**src/rtl/axi_video_scanout_pkg.sv**
```systemverilog
// rtl/axi_video_scanout_pkg.sv - shared constants and state type for the video scanout block
package axi_video_pkg;

  localparam int FRAME_WIDTH_DEF  = 1920;
  localparam int FRAME_HEIGHT_DEF = 1080;

  localparam logic [2:0] AXSIZE_4B    = 3'h2;
  localparam logic [1:0] AXBURST_INCR = 2'h1;
  localparam logic [3:0] AXCACHE_BUF  = 4'h2;
  localparam logic [1:0] RESP_OKAY    = 2'b00;

  typedef enum logic [1:0] {
    IDLE,
    FETCH,
    DRAIN
  } scan_state_t;

endpackage

```
**src/rtl/axi_video_scanout_if.sv**
```systemverilog
// rtl/axi_video_scanout_if.sv - AXI4 read channels plus the outgoing pixel stream
interface axi_video_scanout_if;

  logic [31:0] m_axi_araddr;
  logic [7:0]  m_axi_arlen;
  logic [2:0]  m_axi_arsize;
  logic [1:0]  m_axi_arburst;
  logic [3:0]  m_axi_arcache;
  logic [2:0]  m_axi_arprot;
  logic [3:0]  m_axi_arqos;
  logic        m_axi_arvalid;
  logic        m_axi_arready;
  logic [31:0] m_axi_rdata;
  logic [1:0]  m_axi_rresp;
  logic        m_axi_rlast;
  logic        m_axi_rvalid;
  logic        m_axi_rready;
  logic [23:0] pix_data_o;
  logic        pix_valid_o;
  logic        pix_ready_i;
  logic        pix_sof_o;
  logic        pix_eol_o;

  modport master (
    output m_axi_araddr, m_axi_arlen, m_axi_arsize, m_axi_arburst, m_axi_arcache,
           m_axi_arprot, m_axi_arqos, m_axi_arvalid, m_axi_rready,
           pix_data_o, pix_valid_o, pix_sof_o, pix_eol_o,
    input  m_axi_arready, m_axi_rdata, m_axi_rresp, m_axi_rlast, m_axi_rvalid, pix_ready_i
  );

  modport slave (
    input  m_axi_araddr, m_axi_arlen, m_axi_arsize, m_axi_arburst, m_axi_arcache,
           m_axi_arprot, m_axi_arqos, m_axi_arvalid, m_axi_rready,
           pix_data_o, pix_valid_o, pix_sof_o, pix_eol_o,
    output m_axi_arready, m_axi_rdata, m_axi_rresp, m_axi_rlast, m_axi_rvalid, pix_ready_i
  );

endinterface

```
**src/rtl/axi_video_scanout_fifo.sv**
```systemverilog
// rtl/axi_video_scanout_fifo.sv - first-word-fall-through FIFO with occupancy count
module sync_fifo #(
  parameter int WIDTH = 24,
  parameter int DEPTH = 64
) (
  input  logic                       i_clk,
  input  logic                       i_rst,
  input  logic                       i_push,
  input  logic [WIDTH-1:0]           i_push_data,
  input  logic                       i_pop,
  output logic [WIDTH-1:0]           o_head,
  output logic                       o_empty,
  output logic [$clog2(DEPTH+1)-1:0] o_count
);

  localparam int AW = $clog2(DEPTH);
  localparam int CW = $clog2(DEPTH + 1);

  logic [WIDTH-1:0] r_mem [DEPTH];
  logic [AW-1:0]    r_wr_ptr;
  logic [AW-1:0]    r_rd_ptr;
  logic [CW-1:0]    r_count;
  logic             w_full;
  logic             w_push;
  logic             w_pop;

  assign o_empty = (r_count == '0);
  assign w_full  = (r_count == CW'(DEPTH));
  assign w_pop   = i_pop && !o_empty;
  // a push into a full FIFO is only accepted when the head leaves in the same cycle
  assign w_push  = i_push && (!w_full || w_pop);
  assign o_head  = r_mem[r_rd_ptr];
  assign o_count = r_count;

  always_ff @(posedge i_clk) begin
    if (w_push) begin
      r_mem[r_wr_ptr] <= i_push_data;
    end
  end

  always_ff @(posedge i_clk or posedge i_rst) begin
    if (i_rst) begin
      r_wr_ptr <= '0;
      r_rd_ptr <= '0;
      r_count  <= '0;
    end else begin
      if (w_push) r_wr_ptr <= r_wr_ptr + AW'(1);
      if (w_pop)  r_rd_ptr <= r_rd_ptr + AW'(1);
      case ({w_push, w_pop})
        2'b10:   r_count <= r_count + CW'(1);
        2'b01:   r_count <= r_count - CW'(1);
        default: r_count <= r_count;
      endcase
    end
  end

endmodule

```
**src/rtl/axi_video_scanout.sv**
```systemverilog
// rtl/axi_video_scanout.sv - AXI4 read master scanning a linear XRGB frame out as a pixel stream
module axi_video_scanout
  import axi_video_pkg::*;
#(
  parameter int FRAME_WIDTH  = FRAME_WIDTH_DEF,
  parameter int FRAME_HEIGHT = FRAME_HEIGHT_DEF,
  parameter int BURST_LEN    = 16,
  parameter int FIFO_DEPTH   = 64
) (
  input  logic        clk_i,
  input  logic        rst_i,
  input  logic        start_i,
  input  logic [31:0] base_addr_i,
  output logic        busy_o,
  output logic        done_o,
  output logic        error_o,
  axi_video_scanout_if.master bus
);

  localparam int TOTAL_BURSTS = (FRAME_WIDTH * FRAME_HEIGHT) / BURST_LEN;
  localparam int CW = $clog2(FIFO_DEPTH + 1);
  localparam int XW = $clog2(FRAME_WIDTH);
  localparam int YW = $clog2(FRAME_HEIGHT);

  scan_state_t   r_state;
  logic [31:0]   r_araddr;
  logic [31:0]   r_bursts;
  logic          r_arvalid;
  logic          r_busy;
  logic          r_done;
  logic          r_error;
  logic [CW-1:0] r_reserved;
  logic [XW-1:0] r_x;
  logic [YW-1:0] r_y;

  logic [23:0]   w_head;
  logic          w_empty;
  logic [CW-1:0] w_count;
  logic [CW:0]   w_used;
  logic          w_credit_ok;
  logic          w_ar_hs;
  logic          w_r_hs;
  logic          w_pix_hs;
  logic          w_x_last;
  logic          w_last_pix;
  logic          w_unused;

  assign w_ar_hs     = r_arvalid && bus.m_axi_arready;
  assign w_r_hs      = bus.m_axi_rvalid && r_busy;
  assign w_pix_hs    = !w_empty && bus.pix_ready_i;
  assign w_x_last    = (r_x == XW'(FRAME_WIDTH - 1));
  assign w_last_pix  = w_pix_hs && w_x_last && (r_y == YW'(FRAME_HEIGHT - 1));
  // slots already filled plus slots promised to bursts still in flight
  assign w_used      = {1'b0, w_count} + {1'b0, r_reserved};
  assign w_credit_ok = (w_used <= (CW + 1)'(FIFO_DEPTH - BURST_LEN));
  assign w_unused    = ^{bus.m_axi_rlast, bus.m_axi_rdata[31:24]};

  sync_fifo #(
    .WIDTH (24),
    .DEPTH (FIFO_DEPTH)
  ) u_fifo (
    .i_clk       (clk_i),
    .i_rst       (rst_i),
    .i_push      (w_r_hs),
    .i_push_data (bus.m_axi_rdata[23:0]),
    .i_pop       (w_pix_hs),
    .o_head      (w_head),
    .o_empty     (w_empty),
    .o_count     (w_count)
  );

  always_ff @(posedge clk_i or posedge rst_i) begin
    if (rst_i) begin
      r_state    <= IDLE;
      r_araddr   <= '0;
      r_bursts   <= '0;
      r_arvalid  <= 1'b0;
      r_busy     <= 1'b0;
      r_done     <= 1'b0;
      r_error    <= 1'b0;
      r_reserved <= '0;
    end else begin
      r_done     <= 1'b0;
      r_reserved <= r_reserved + (w_ar_hs ? CW'(BURST_LEN) : '0) - (w_r_hs ? CW'(1) : '0);
      if (w_r_hs && bus.m_axi_rresp != RESP_OKAY) r_error <= 1'b1;
      case (r_state)
        IDLE: begin
          if (start_i) begin
            r_araddr <= base_addr_i;
            r_bursts <= '0;
            r_error  <= 1'b0;
            r_busy   <= 1'b1;
            r_state  <= FETCH;
          end
        end
        FETCH: begin
          // arvalid only rises a cycle after the previous handshake, once the reservation is visible
          if (w_ar_hs) begin
            r_arvalid <= 1'b0;
            r_araddr  <= r_araddr + 32'(BURST_LEN * 4);
            r_bursts  <= r_bursts + 32'd1;
            if (r_bursts == 32'(TOTAL_BURSTS - 1)) r_state <= DRAIN;
          end else if (!r_arvalid && w_credit_ok) begin
            r_arvalid <= 1'b1;
          end
        end
        DRAIN: begin
          if (w_last_pix) begin
            r_busy  <= 1'b0;
            r_done  <= 1'b1;
            r_state <= IDLE;
          end
        end
        default: r_state <= IDLE;
      endcase
    end
  end

  always_ff @(posedge clk_i or posedge rst_i) begin
    if (rst_i) begin
      r_x <= '0;
      r_y <= '0;
    end else if (w_pix_hs) begin
      if (w_x_last) begin
        r_x <= '0;
        r_y <= (r_y == YW'(FRAME_HEIGHT - 1)) ? '0 : r_y + YW'(1);
      end else begin
        r_x <= r_x + XW'(1);
      end
    end
  end

  assign busy_o            = r_busy;
  assign done_o            = r_done;
  assign error_o           = r_error;
  assign bus.m_axi_araddr  = r_araddr;
  assign bus.m_axi_arlen   = 8'(BURST_LEN - 1);
  assign bus.m_axi_arsize  = AXSIZE_4B;
  assign bus.m_axi_arburst = AXBURST_INCR;
  assign bus.m_axi_arcache = AXCACHE_BUF;
  assign bus.m_axi_arprot  = 3'h0;
  assign bus.m_axi_arqos   = 4'h0;
  assign bus.m_axi_arvalid = r_arvalid;
  assign bus.m_axi_rready  = r_busy;
  assign bus.pix_valid_o   = !w_empty;
  assign bus.pix_data_o    = w_empty ? 24'h0 : w_head;
  assign bus.pix_sof_o     = !w_empty && (r_x == '0) && (r_y == '0);
  assign bus.pix_eol_o     = !w_empty && w_x_last;

endmodule

```
**src/flat_wrapper.sv**
```systemverilog
// flat-port wrapper written by rule: the top's interface ports become plain ports
module axi_video_scanout_flat import axi_video_pkg::*;
#(
  parameter int FRAME_WIDTH  = FRAME_WIDTH_DEF,
  parameter int FRAME_HEIGHT = FRAME_HEIGHT_DEF,
  parameter int BURST_LEN    = 16,
  parameter int FIFO_DEPTH   = 64
)
  (clk_i, rst_i, start_i, base_addr_i, busy_o, done_o, error_o, bus_m_axi_araddr, bus_m_axi_arlen, bus_m_axi_arsize, bus_m_axi_arburst, bus_m_axi_arcache, bus_m_axi_arprot, bus_m_axi_arqos, bus_m_axi_arvalid, bus_m_axi_rready, bus_pix_data_o, bus_pix_valid_o, bus_pix_sof_o, bus_pix_eol_o, bus_m_axi_arready, bus_m_axi_rdata, bus_m_axi_rresp, bus_m_axi_rlast, bus_m_axi_rvalid, bus_pix_ready_i);
  axi_video_scanout_if bus_i ();
  input  logic clk_i;
  input  logic rst_i;
  input  logic start_i;
  input  logic [31:0] base_addr_i;
  output logic busy_o;
  output logic done_o;
  output logic error_o;
  output wire logic [$bits(bus_i.m_axi_araddr)-1:0] bus_m_axi_araddr;
  output wire logic [$bits(bus_i.m_axi_arlen)-1:0] bus_m_axi_arlen;
  output wire logic [$bits(bus_i.m_axi_arsize)-1:0] bus_m_axi_arsize;
  output wire logic [$bits(bus_i.m_axi_arburst)-1:0] bus_m_axi_arburst;
  output wire logic [$bits(bus_i.m_axi_arcache)-1:0] bus_m_axi_arcache;
  output wire logic [$bits(bus_i.m_axi_arprot)-1:0] bus_m_axi_arprot;
  output wire logic [$bits(bus_i.m_axi_arqos)-1:0] bus_m_axi_arqos;
  output wire logic [$bits(bus_i.m_axi_arvalid)-1:0] bus_m_axi_arvalid;
  output wire logic [$bits(bus_i.m_axi_rready)-1:0] bus_m_axi_rready;
  output wire logic [$bits(bus_i.pix_data_o)-1:0] bus_pix_data_o;
  output wire logic [$bits(bus_i.pix_valid_o)-1:0] bus_pix_valid_o;
  output wire logic [$bits(bus_i.pix_sof_o)-1:0] bus_pix_sof_o;
  output wire logic [$bits(bus_i.pix_eol_o)-1:0] bus_pix_eol_o;
  input wire logic [$bits(bus_i.m_axi_arready)-1:0] bus_m_axi_arready;
  input wire logic [$bits(bus_i.m_axi_rdata)-1:0] bus_m_axi_rdata;
  input wire logic [$bits(bus_i.m_axi_rresp)-1:0] bus_m_axi_rresp;
  input wire logic [$bits(bus_i.m_axi_rlast)-1:0] bus_m_axi_rlast;
  input wire logic [$bits(bus_i.m_axi_rvalid)-1:0] bus_m_axi_rvalid;
  input wire logic [$bits(bus_i.pix_ready_i)-1:0] bus_pix_ready_i;
  assign bus_m_axi_araddr = bus_i.m_axi_araddr;
  assign bus_m_axi_arlen = bus_i.m_axi_arlen;
  assign bus_m_axi_arsize = bus_i.m_axi_arsize;
  assign bus_m_axi_arburst = bus_i.m_axi_arburst;
  assign bus_m_axi_arcache = bus_i.m_axi_arcache;
  assign bus_m_axi_arprot = bus_i.m_axi_arprot;
  assign bus_m_axi_arqos = bus_i.m_axi_arqos;
  assign bus_m_axi_arvalid = bus_i.m_axi_arvalid;
  assign bus_m_axi_rready = bus_i.m_axi_rready;
  assign bus_pix_data_o = bus_i.pix_data_o;
  assign bus_pix_valid_o = bus_i.pix_valid_o;
  assign bus_pix_sof_o = bus_i.pix_sof_o;
  assign bus_pix_eol_o = bus_i.pix_eol_o;
  assign bus_i.m_axi_arready = bus_m_axi_arready;
  assign bus_i.m_axi_rdata = bus_m_axi_rdata;
  assign bus_i.m_axi_rresp = bus_m_axi_rresp;
  assign bus_i.m_axi_rlast = bus_m_axi_rlast;
  assign bus_i.m_axi_rvalid = bus_m_axi_rvalid;
  assign bus_i.pix_ready_i = bus_pix_ready_i;
  axi_video_scanout #(.FRAME_WIDTH(FRAME_WIDTH), .FRAME_HEIGHT(FRAME_HEIGHT), .BURST_LEN(BURST_LEN), .FIFO_DEPTH(FIFO_DEPTH)) u_core (.clk_i(clk_i), .rst_i(rst_i), .start_i(start_i), .base_addr_i(base_addr_i), .busy_o(busy_o), .done_o(done_o), .error_o(error_o), .bus(bus_i));
endmodule
```
**config.mk**
```make
export PLATFORM = sky130hd
export DESIGN_NAME = axi_video_scanout_flat
export DESIGN_NICKNAME = d
export VERILOG_FILES = /design/src/rtl/axi_video_scanout_pkg.sv /design/src/rtl/axi_video_scanout_if.sv /design/src/rtl/axi_video_scanout_fifo.sv /design/src/rtl/axi_video_scanout.sv /design/src/flat_wrapper.sv
export SDC_FILE = /design/constraint.sdc
export NUM_CORES = 2
export LEC_CHECK = 0
export CAP_MARGIN = 15
export CORE_ASPECT_RATIO = 0.5
export CORE_MARGIN = 2
export CORE_UTILIZATION = 65
export DETAILED_ROUTE_END_ITERATION = 7
export PLACE_DENSITY = 0.87
export SYNTH_ARGS = -nofsm -noshare
export SYNTH_HDL_FRONTEND = slang
export SYNTH_SLANG_ARGS = --single-unit
export TNS_END_PERCENT = 1
```
**constraint.sdc**
```tcl
create_clock -name clk_i -period 7.7 [get_ports clk_i]
set_input_delay 1.925 -clock clk_i [delete_from_list [all_inputs] [get_ports clk_i]]
set_output_delay 1.925 -clock clk_i [all_outputs]
set_load 0.05 [all_outputs]
```
After elaboration in Yosys (flattened, before gate mapping)
Memories as Yosys holds them, arrays and structs flattened.
Cells that the tools add are included.
- shifts and indexed selects: 0
- $add $sub $neg: 11
- muxes and demuxes: 29
- multiply operators: 0
- $lt $le $gt $ge: 1
- bitwise gates (word level): 0
- eq/ne operators: 12
- div/mod/pow operators: 0
- reduce and logical (&&, ||, !) cells: 30
- operator list (cell ; count):
    $mux 32 ; 4
    $pmux 32 s2 ; 2
    $add 32x1->32 const B ; 1
    $add 32x7->32 const B ; 1
    $eq 32x17->1 const B ; 1
    $mux 24 ; 1
    $add 11x1->11 const B ; 2
    $eq 11x11->1 const B ; 2
    $logic_not 11->1 ; 2
    $mux 11 ; 2
    $pmux 7 s2 ; 1
    $add 6x1->6 const B ; 2
    $logic_and 1x1->1 ; 12
    $mux 1 ; 12
    $reduce_bool 2->1 ; 5
    $add 7x7->8 ; 1
    $le 8x6->1 const B ; 1
    $mux 2 ; 4
    $add 7x1->7 const B ; 1
    $add 7x7->7 ; 1
    $eq 7x7->1 const B ; 1
    $logic_not 7->1 ; 1
    $sub 7x1->7 const B ; 1
    $sub 7x7->7 ; 1
    other kinds (13) ; 21
- memories kept: 1
- bits in read-only memories: 0
- logic and storage cells: 97
- output and inout port bits: 88
- register bits after elaboration: 118
- bits of input ports: 73
- bits in latches: 0
- memory bits (writable): 1536
- memory list (name ; words ; width ; read ports ; clocked after memory_dff ; write ports ; line ; source):
    u_core.u_fifo.r_mem ; 64 ; 24 ; 1 ; 0 ; 1 ; axi_video_scanout_fifo.sv:19 ; logic [WIDTH-1:0] r_mem [DEPTH];

Longest topological paths before layout
- word-level depth: 8
- gate-level depth with buffers: 12
- gate-level depth less buffers: 12

Cells and area by module
From an unflattened synthesis, not the netlist that was laid out.
- cell total of the unflattened synthesis: 3474
- area, all modules: 65804.4 um2
- by module, submodules not included (module ; seq. area each (um2) ; cells each ; instances ; area each (um2)):
    sync_fifo ; 46599.7 ; 2792 ; 1 ; 59813.6
    axi_video_scanout ; 2477.4 ; 682 ; 1 ; 5990.7

Worst setup path before layout
Ideal clock, no wire load.
- path type: input -> register
- start point: input port bus_m_axi_rvalid
- end point: memory u_core.u_fifo.r_mem[55][0] (enable)
- path slack: 3276 ps
- data arrival time: 4019 ps
- cell stages on the path: 6
- cells stage by stage: nand2_1 -> a41oi_2 -> and2_0 -> clkbuf_1 -> nand3_2 -> nor2_1
- cells in the longest elaborated chain, start to end: 4
- ends and longest elaborated chain (what ; line ; source):
    from (decl) ; flat_wrapper.sv:35 ; input wire logic [$bits(bus_i.m_axi_rvalid)-1:0] bus_m_axi_rvalid;
    $logic_and 1x1->1 ; axi_video_scanout.sv:49 ; assign w_r_hs = bus.m_axi_rvalid && r_busy;
    $logic_and 1x1->1 ; axi_video_scanout_fifo.sv:31 ; assign w_push = i_push && (!w_full || w_pop);
    $mux 1 ; axi_video_scanout_fifo.sv:36 ; if (w_push) begin
    $mux 1 (not written as such) ; axi_video_scanout_fifo.sv:37 ; r_mem[r_wr_ptr] <= i_push_data;
    to (decl) ; axi_video_scanout_fifo.sv:19 ;
Every way passes these cells.

Worst setup path in the final report
- start point: register u_core.u_fifo.r_rd_ptr[3]
- end point: output port bus_pix_data_o[19]
- cells in the longest elaborated chain, start to end: 2
- ends and longest elaborated chain (what ; line ; source):
    from (decl) ; axi_video_scanout_fifo.sv:21 ; logic [AW-1:0] r_rd_ptr;
    from (signal assigned) ; axi_video_scanout_fifo.sv:48 ; if (w_pop) r_rd_ptr <= r_rd_ptr + AW'(1);
    $mem_v2 64x24 ; -- ;
    $mux 24 ; axi_video_scanout.sv:146 ; assign bus.pix_data_o = w_empty ? 24'h0 : w_head;
    to (decl) ; flat_wrapper.sv:27 ; output wire logic [$bits(bus_i.pix_data_o)-1:0] bus_pix_data_o;
Every way passes these cells.

==> impl_metrics.sql <==
INSERT INTO impl_metrics (metric_group, metric, value, unit) VALUES
('sta', 'number_of_max_slew_violations_in_the_final_report', '0', ''),
('detailed_routing', 'final_antenna_net_count', '0', ''),
('critical_path', 'criticalPathCategory', 'reg2out', ''),
('clock_tree', 'cts_buffer_depth', '3', ''),
('synth', 'synth-warning-count', '0', ''),
('detailed_routing', 'drt_wl_total', '187.0', 'mm'),
('synth', 'simple_gate_fraction_of_synth_area', '0.03073', ''),
('detailed_routing', 'drt_first_iter_violations', '7219', ''),
('sta', 'layout_setup_ws', '193.9', 'ps'),
('sta', 'clock_skew', '37.30', 'ps'),
('clock_tree', 'cts-htree-levels', '4', ''),
('sta', 'worst-slew-pin-transition', '1271', 'ps'),
('synth', 'synthAdderAreaFrac', '0.006101', ''),
('synth', 'post_synth.cell_area_avg', '19.14', 'µm²'),
('placed_design', 'place.gp.congestion', '0.8588', ''),
('synth', 'synth_top_area_cell', 'edfxtp_1', ''),
('critical_path', 'crit_path_max_fanout', '29', ''),
('synth', 'area_share_of_the_largest_cell_type_after_synthesis', '0.7072', ''),
('synth', 'postSynth.asyncResetShare', '0.07134', ''),
('detailed_routing', 'via_count_normalized_by_instance_count', '7.589', ''),
('global_route', 'grt_usage', '0.3630', ''),
('detailed_routing', 'drt_drc_violations_left', '0', ''),
('synth', 'multiplexer_fraction_of_the_synthesized_cell_area', '0.1301', ''),
('critical_path', 'worstSetupStartpointType', 'flip-flop', ''),
('global_route', 'first_global_vias', '37480', ''),
('layout', 'finalNetCount', '3710', ''),
('critical_path', 'worst_ep_arrival_time', '5580', 'ps'),
('clock_tree', 'count_of_hold_fix_buffers_inserted_at_cts', '0', ''),
('power', 'power.leakage', '23.76', 'nW'),
('clock_tree', 'ctsRootBufferMaster', 'clkbuf_16', ''),
('synth', 'postSynthRegisterBits', '1654', ''),
('outcome', 'run_status', 'finished clean', ''),
('placed_design', 'post-dp-hpwl', '91.87', 'mm'),
('die', 'placement_rows', '82', ''),
('sta', 'finalSetupViolCount', '0', ''),
('die', 'die_height', '228.0', 'µm'),
('synth', 'post_synth_main_area_contributors', 'edfxtp_1 (71%), mux4_2 (9.9%), dfrtp_1 (4.5%)', ''),
('synth', 'synth_compound_gate_area_share', '0.05427', ''),
('global_route', 'grt_first_pass_wirelength', '265.5', 'mm'),
('clock_tree', 'postCtsSetupRepairBufs', '0', ''),
('sta', 'setup_tns', '0', 'ps'),
('global_route', 'grt_start_max_net_pins', '95', ''),
('synth', 'yosys.cell_types.count', '76', ''),
('synth', 'synthXorXnorAreaFrac', '0.007386', ''),
('global_route', 'number_of_antenna_violations_at_the_first_check_in_global_routing', '11', ''),
('die', 'core_area', '99830', 'µm²'),
('synth', 'yosys-top-cells-count', 'edfxtp_1 (1,536), mux4_2 (288), mux2i_1 (194)', ''),
('layout', 'nFillCells', '4925', ''),
('global_route', 'globalRoute.totalOverflow', '0', ''),
('sta', 'finalHoldViolCount', '0', ''),
('die', 'design.die.area', '103000', 'µm²'),
('detailed_routing', 'wl_per_cell', '36.95', 'µm'),
('sta', 'max_slew_margin', '0.1509', ''),
('synth', 'syn_inst', '3408', ''),
('worst_hold_path', 'hold_path_class', 'reg2reg', ''),
('worst_hold_path', 'worst_hold_depth', '2', ''),
('power', 'max-vdd-ir-drop', '288.3', 'µV'),
('clock_tree', 'post_cts_resized', '0', ''),
('critical_path', 'reg2regPathDepth', '6', ''),
('detailed_routing', 'route.vias.total', '38410', ''),
('die', 'starting_density', '0.6533', ''),
('clock_tree', 'clock-sinks', '1654', ''),
('die', 'ios', '161', ''),
('synth', 'yosysSeqAreaShare', '0.7525', ''),
('critical_path', 'worst-endpoint-required', '5780', 'ps'),
('synth', 'synth_flop_cell', 'edfxtp_1', ''),
('synth', 'combinational_family_with_the_most_area_after_synthesis', 'multiplexers', ''),
('clock_tree', 'cts-buffers-inserted', '137', ''),
('placed_design', 'preCtsSetupSlack', '1478', 'ps'),
('clock_tree', 'clk_latency', '800', 'ps'),
('critical_path', 'critical_path.endpoint_type', 'output port', '');
-- placed cells by master (no fill, tap or decap), drive strengths merged, types with 46 or more instances in the layout --
cell           count
edfxtp          1536
mux4             288
mux2i            194
clkbuf           174
buf              141
a21oi            136
nor2             134
nand2            125
dfrtp            118
clkdlybuf4s50    103
a211oi            73
a22oi             72
o22ai             61
clkinv            53
a22o              48
o221ai            48
o21ai             46
-- final timing paths --
path                                                to  slack, ps                       start
max reg2reg                u_core.u_fifo.r_mem[51][13]       3570     u_core.bus.m_axi_rready
min in group asynchronous  u_core.bus.m_axi_araddr[29]       1670                       rst_i
min                         u_core.bus.m_axi_araddr[5]        480  u_core.bus.m_axi_araddr[5]
max in group asynchronous    u_core.u_fifo.r_rd_ptr[4]       4610                       rst_i
max                                 bus_pix_data_o[19]        190   u_core.u_fifo.r_rd_ptr[3]
min reg2reg                 u_core.bus.m_axi_araddr[5]        480  u_core.bus.m_axi_araddr[5]
-- where the power goes --
| part | leakage [nW] | internal (mW) | switching (mW) |
|---|---|---|---|
| Sequential | 15.3 | 10.2 | 0.570 |
| Clock | 2.10 | 3.67 | 3.40 |
| Combinational | 6.36 | 3.31 | 5.88 |
| Total | 23.8 | 17.2 | 9.85 |
-- through the flow --
stage / hold WS, ps / power, mW / cells / area, µm² / util
floorplan: 459.9 / 16.49 / 3430 / 65300 / -
global placement: 463.9 / 19.13 / 4802 / 68260 / 0.6837
detailed placement: 466.7 / 19.48 / 4803 / 68280 / 0.6840
CTS: 482.8 / 26.62 / 5048 / 72610 / 0.7273
global route: 497.9 / 27.49 / 5058 / 72790 / 0.7292
finish: 479.7 / 27.05 / 5061 / 72800 / 0.7292
-- area by class of cell --
type | count | area, µm² | area share
multi-input cells | 1534 | 15290 | 0.2100
well taps | 1344 | 1682 | 0.02310
diodes | 4 | 10.01 | 0.0001375
clock inverters | 71 | 671.9 | 0.009229
inverters | 36 | 137.6 | 0.001891
flip-flops and latches | 1654 | 49090 | 0.6744
repair buffers | 244 | 2262 | 0.03107
clock buffers | 174 | 3652 | 0.05017
-- logic make-up after synthesis --
kind of cell,Yosys count
buffers and inverters,242
DFF,1654
xor gates and xnor gates,55
and+or+nand+nor,420
other,2
adders and majority gates,30
AOI/OAI and AO/OA,518
muxes,487
-- flip-flops by register name (all words and copies together) (netlist names) --
| register | count |
|---|---|
| u_core.r_reserved | 7 |
| u_core.bus.m_axi_araddr | 32 |
| u_core.done_o | 1 |
| u_core.u_fifo.o_count | 7 |
| u_core.r_bursts | 32 |
| u_core.u_fifo.r_rd_ptr | 6 |
| u_core.u_fifo.r_mem | 1536 |
| u_core.r_y | 11 |
| u_core.u_fifo.r_wr_ptr | 6 |
| u_core.r_x | 11 |
| u_core.r_state | 2 |
| u_core.error_o | 1 |
| u_core.bus.m_axi_arvalid | 1 |
| u_core.bus.m_axi_rready | 1 |
-- worst max-delay path: stages, from the launching register on --
cell and delay (ps):
dfrtp_1 810, nor2b_4 270, buf_4 370, nand2b_2 610, o221ai_1 440, a211oi_1 190
a21oi_1 890, a22o_1 340, clkdlybuf4s50_1 820
-- metal layers --
layer / vias to the layer above / GRT usage / share of wire
met5: - / 0.008272 / 0.00078
met4: 10 / 0.1784 / 0.061
met3: 876 / 0.1255 / 0.17
met2: 4376 / 0.5417 / 0.46
met1: 18870 / 0.4840 / 0.31
li1: 14280 / - / -
Note: power is estimated with default switching activity, not from simulation.
